--- src/rtl/rv32_pipe_pkg.sv ---
// Shared RV32 pipeline definitions: datapath width, bubble encoding, reset PC and the IF/ID bundle.
package rv32_pipe_pkg;

    localparam int          XLEN         = 32;
    localparam logic [31:0] NOP_INST     = 32'h0000_0013;
    localparam logic [31:0] RESET_PC_DEF = 32'h0000_0000;

    typedef struct packed {
        logic [XLEN-1:0] pc;
        logic [XLEN-1:0] pc_plus4;
        logic [XLEN-1:0] inst;
        logic            valid;
        logic            fault;
    } ifid_t;

    function automatic logic [XLEN-1:0] pc_inc(input logic [XLEN-1:0] pc);
        return pc + 32'd4;
    endfunction

endpackage

--- src/rtl/if_id_reg.sv ---
// IF/ID pipeline register: priority reset > bubble > hold > load.
// A bubble clears inst/valid/fault but keeps the previous PC fields.
module if_id_reg
    import rv32_pipe_pkg::*;
#(
    parameter logic [31:0] BUBBLE_INST = rv32_pipe_pkg::NOP_INST
) (
    input  logic  clk,
    input  logic  rst,
    input  logic  i_bubble,
    input  logic  i_hold,
    input  ifid_t i_load_dat,
    output ifid_t o_ifid_dat
);

    ifid_t r_ifid;

    always_ff @(posedge clk) begin
        if (rst) begin
            r_ifid.pc       <= '0;
            r_ifid.pc_plus4 <= 32'd4;
            r_ifid.inst     <= BUBBLE_INST;
            r_ifid.valid    <= 1'b0;
            r_ifid.fault    <= 1'b0;
        end else if (i_bubble) begin
            r_ifid.inst     <= BUBBLE_INST;
            r_ifid.valid    <= 1'b0;
            r_ifid.fault    <= 1'b0;
        end else if (!i_hold) begin
            r_ifid          <= i_load_dat;
        end
    end

    assign o_ifid_dat = r_ifid;

endmodule

--- src/rtl/if_stage.sv ---
// RV32 instruction fetch: PC register, next-PC select, fetch fault check, IF/ID register, fetch counter.
// imem_addr comes straight from the PC register; the ROM answer is captured one edge later.
module if_stage
    import rv32_pipe_pkg::*;
#(
    parameter logic [31:0] RESET_PC   = rv32_pipe_pkg::RESET_PC_DEF,
    parameter int          IMEM_WORDS = 4096,
    parameter logic [31:0] NOP_INST   = rv32_pipe_pkg::NOP_INST
) (
    input  logic        clk,
    input  logic        rst,
    output logic [31:0] imem_addr,
    input  logic [31:0] imem_data,
    input  logic        stall_if,
    input  logic        flush_if,
    input  logic        redirect_valid,
    input  logic [31:0] redirect_pc,
    output logic [31:0] id_pc,
    output logic [31:0] id_pc_plus4,
    output logic [31:0] id_inst,
    output logic        id_valid,
    output logic        id_fetch_fault,
    output logic [31:0] fetch_count
);

    // 33 bits so a 4 GiB memory size does not overflow the limit compare
    localparam logic [32:0] IMEM_BYTES = 33'(IMEM_WORDS) << 2;

    logic [31:0] r_pc;
    logic [31:0] r_fetch_count;
    logic [31:0] w_pc_plus4;
    logic        w_misaligned;
    logic        w_out_of_range;
    logic        w_fault;
    logic        w_bubble;
    logic        w_load;
    ifid_t       w_load_dat;
    ifid_t       w_ifid;

    assign w_pc_plus4     = pc_inc(r_pc);
    assign w_misaligned   = (r_pc[1:0] != 2'b00);
    assign w_out_of_range = ({1'b0, r_pc} >= IMEM_BYTES);
    assign w_fault        = w_misaligned | w_out_of_range;

    assign w_bubble = redirect_valid | flush_if;
    assign w_load   = !w_bubble && !stall_if;

    // Redirect beats stall so a taken branch is never lost behind a load-use hazard.
    always_ff @(posedge clk) begin
        if (rst) begin
            r_pc <= RESET_PC;
        end else if (redirect_valid) begin
            r_pc <= redirect_pc;
        end else if (!stall_if) begin
            r_pc <= w_pc_plus4;
        end
    end

    always_ff @(posedge clk) begin
        if (rst) begin
            r_fetch_count <= '0;
        end else if (w_load) begin
            r_fetch_count <= r_fetch_count + 32'd1;
        end
    end

    always_comb begin
        w_load_dat          = '0;
        w_load_dat.pc       = r_pc;
        w_load_dat.pc_plus4 = w_pc_plus4;
        w_load_dat.valid    = 1'b1;
        w_load_dat.fault    = w_fault;
        w_load_dat.inst     = w_fault ? NOP_INST : imem_data;
    end

    if_id_reg #(
        .BUBBLE_INST (NOP_INST)
    ) u_if_id_reg (
        .clk        (clk),
        .rst        (rst),
        .i_bubble   (w_bubble),
        .i_hold     (stall_if),
        .i_load_dat (w_load_dat),
        .o_ifid_dat (w_ifid)
    );

    assign imem_addr      = r_pc;
    assign id_pc          = w_ifid.pc;
    assign id_pc_plus4    = w_ifid.pc_plus4;
    assign id_inst        = w_ifid.inst;
    assign id_valid       = w_ifid.valid;
    assign id_fetch_fault = w_ifid.fault;
    assign fetch_count    = r_fetch_count;

endmodule

--- config.mk ---
export PLATFORM = sky130hd
export DESIGN_NAME = if_stage
export DESIGN_NICKNAME = d
export VERILOG_FILES = /design/src/rtl/rv32_pipe_pkg.sv /design/src/rtl/if_id_reg.sv /design/src/rtl/if_stage.sv
export SDC_FILE = /design/constraint.sdc
export NUM_CORES = 1
export LEC_CHECK = 0
export ABC_CLOCK_PERIOD_IN_PS = 2550
export CAP_MARGIN = 5
export CORE_UTILIZATION = 48
export CTS_BUF_LIST = sky130_fd_sc_hd__clkbuf_4 sky130_fd_sc_hd__clkbuf_8
export CTS_CLUSTER_SIZE = 8
export DETAILED_ROUTE_END_ITERATION = 16
export PLACE_DENSITY = 0.85
export SLEW_MARGIN = 20
export SYNTH_ARGS = -nofsm -noshare
export SYNTH_HDL_FRONTEND = slang
export SYNTH_SLANG_ARGS = --single-unit
--- constraint.sdc ---
create_clock -name clk -period 2.55 [get_ports clk]
set_input_delay 0.3825 -clock clk [delete_from_list [all_inputs] [get_ports clk]]
set_output_delay 0.3825 -clock clk [all_outputs]
set_load 0.01 [all_outputs]
==> out/summary.txt <==
final WL = 20900 um
hold buffers post-CTS = 0
Worst-path clk slew = 0.10 ns
via count = 6797
Simple-Gate Fraction of Synth Area = 23.9%
maximum vdd ir drop = 408 uV
H-tree depth = 4
worst setup margin = 0.413 ns
CP Buf/Inv Count = 0
final setup fails = 0
GRT Util Overall = 26.8%
synthesized area = 7190 sq um
die height = 124 um
Core ar. = 14600 sq um
max_slew headroom = 61.4%
main combinational cell family by area after synthesis = simple AND/OR/NAND/NOR gates
Compound-Gate Fraction of Synth Area = 12.6%
cells along the critical path = and4_1, nand3_1, nor4_1, xnor2_1, a211oi_1
critical path's top delay family = simple AND/OR/NAND/NOR gates
Crit Path Class = register to register
Tot Pwr = 5.04 mW
status = finished clean
vias per cell = 5.54
Mean Syn Cell Area = 8.43 sq um
Critical Path AT = 2.51 ns
Seq/Total Area, Yosys = 44.6%
Final ANT Viol Nets = 0
vias in the first global route = 6416
Max-cap violations = 0
n_diodes = 0
EDFF count, synth = 0
Yosys top cell area share = 44.6%
Num CTS Buffers = 17
startpoint types = register
unrepaired setup endpoints after global routing = false
initial antenna violation count = 0
slew at the pin closest to its max-slew limit = 0.580 ns
drt pass-1 iters = 5
xor/xnor share of the synthesized area = 9.02%
fraction of layout cells with a size suffix above 1 = 8.05%
area delta synth->final = 37.0%
total I/O pin count = 231
FFs w/ async S/R, synth = 0%
Slew Limit Fails = 0
# rows = 44
power per cell area = 511 nW/um^2
top post-synthesis cells by area = dfxtp_1 (45%), nor2_1 (6.3%), nand2_1 (5.4%)
gr ovfl total = 0
Cells after Synth = 853
post-synthesis register bit count = 160
Post-CTS Setup Inserts = 0
Final period util = 83.8%
Worst-Skew Late Latency = 0.47 ns
DP HPWL = 14800 um
fin crit period = 2.14 ns
# clock sinks = 160
post_cts resized = 0
clk_skew = 0.0181 ns
P_leak = 3.39 nW
nets@finish = 1103
DRC Markers = 0
Port Buf Inserts = 230
multiplexer area fraction after synthesis = 1.29%
CTS Buffer Depth = 2
initial DRC count = 534
critical path's slowest cell = dfxtp_1
nature of the critical path endpoint = register
routability cong. = 0.835
final hold vios = 0
CTS tree = built
DIE AREA = 15500 sq um
post-synthesis adder-cell area fraction = 0.522%
Die W = 124 um
Final TNS setup = 0 ns
largest net degree at the start of global routing = 126
Fmax = 0.468 GHz
worst hold path class = input pin to register
Ys Warns = 0
max incr delay on CP = 0.55 ns
hold slack = 0.357 ns
first-pass GRT wire length = 33100 um
Synth area leader = dfxtp_1
Distinct cells, synth = 46
worst slack, placed = 0.150 ns
Main synth FF type = dfxtp_1
DR WL/cell = 17.1 um
CP max FO = 8
initial core utilization = 49.3%
root buf cell = clkbuf_8
Post-Syn Nets = 925
Req. time, crit path = 2.93 ns
-- cell type report --
| cell class | instances | area [sq um] |
|---|---|---|
| clock buffer | 18 | 248 |
| clock inverter | 14 | 123 |
| fill | 1190 | 4740 |
| inverter | 9 | 33.8 |
| multi-input combinational | 578 | 3420 |
| sequential | 160 | 3200 |
| tap | 184 | 230 |
| timing repair buffer | 265 | 2590 |
-- power by group --
| part | switching [mW] | internal, mW |
|---|---|---|
| clock network | 1.05 | 0.734 |
| logic | 0.299 | 0.324 |
| registers | 0.0680 | 2.56 |
| total | 1.41 | 3.62 |
-- cell families after synthesis --
group,Yosys count
muxes,9
adders and majority gates,3
xor gates and xnor gates,74
buffers and inverters,115
DFF,160
and+or+nand+nor,355
AOI/OAI and AO/OA,137
-- cells in the mapped netlist (3+ instances only) --
| cell | instances |
|---|---|
| dfxtp_1 | 160 |
| nor2_1 | 121 |
| nand2_1 | 103 |
| clkbuf_1 | 52 |
| a21oi_1 | 47 |
| xnor2_1 | 40 |
| buf_4 | 36 |
| a211oi_1 | 34 |
| xor2_1 | 34 |
| a22oi_1 | 29 |
| nand4_1 | 20 |
| nor3_1 | 20 |
| nand3_1 | 19 |
| nor4_1 | 19 |
| and4_1 | 12 |
| or3_1 | 11 |
| o21ai_0 | 9 |
| inv_1 | 8 |
| a311oi_1 | 7 |
| buf_1 | 7 |
| buf_2 | 7 |
| mux2i_1 | 7 |
| a22o_1 | 6 |
| and3_1 | 6 |
| and2_1 | 5 |
| clkbuf_2 | 4 |
| ha_1 | 3 |
| nor2b_1 | 3 |
| or4_1 | 3 |
-- tightest hold or removal path: stages --
cell and delay, ns:
buf_2 0.22, a22oi_1 0.12, nor2_1 0.07
-- cell usage in the layout (no fill, tap or decap), drive strengths merged, types with 2 or more instances in the layout --
master         count
and4              13
nand2            103
a22oi             29
nor2             121
a21oi             47
nor3              21
clkdlybuf4s50    228
a22o               6
or3               11
or4                4
and3               6
buf               37
a31o               2
nor4              20
clkinv             5
clkbuf            18
nor2b              3
dfxtp            160
nand2b             2
nand4             22
xnor2             40
o21ai              9
inv               17
mux2i              7
xor2              34
mux2               2
a211oi            34
ha                 3
a311oi             7
nand3             19
and2               6
-- layer usage --
layer,up-vias,wire (um),track usage (%),share of wire [%]
met5,-,0,0,0
met4,0,473,10.9,2.3
met3,38,1880,8.12,9.0
met2,302,9890,43.2,47
met1,3200,8700,33.1,42
li1,3257,-,-,-
-- path summary, 6_finish.rpt --
path                                          startpoint                                      end  slack, ns  cells past startpoint
setup / recovery               imem_addr[7]$_SDFFE_PP0N_               imem_addr[31]$_SDFFE_PP0N_       0.41                      5
setup reg to reg               imem_addr[7]$_SDFFE_PP0N_               imem_addr[31]$_SDFFE_PP0N_       0.41                      5
hold reg to reg   u_if_id_reg.o_ifid_dat[1]$_SDFFE_PP0N_   u_if_id_reg.o_ifid_dat[1]$_SDFFE_PP0N_       0.46                      2
hold / removal                                  stall_if  u_if_id_reg.o_ifid_dat[25]$_SDFFE_PP0N_       0.36                      3
-- registers in the layout, summed over array words and instances, names as in the netlist --
register,flops
fetch_count,32
imem_addr,32
u_if_id_reg.o_ifid_dat,96
-- per-stage QoR --
stage	cell area, sq um	std cells	util, %
after floorplan	7190	853	-
after global placement	9480	1196	65.0
after detailed placement	9480	1196	65.0
after CTS	9850	1228	67.5
after global routing	9850	1228	67.5
final	9850	1228	67.5
No activity file was read; power rests on OpenSTA's default activity.
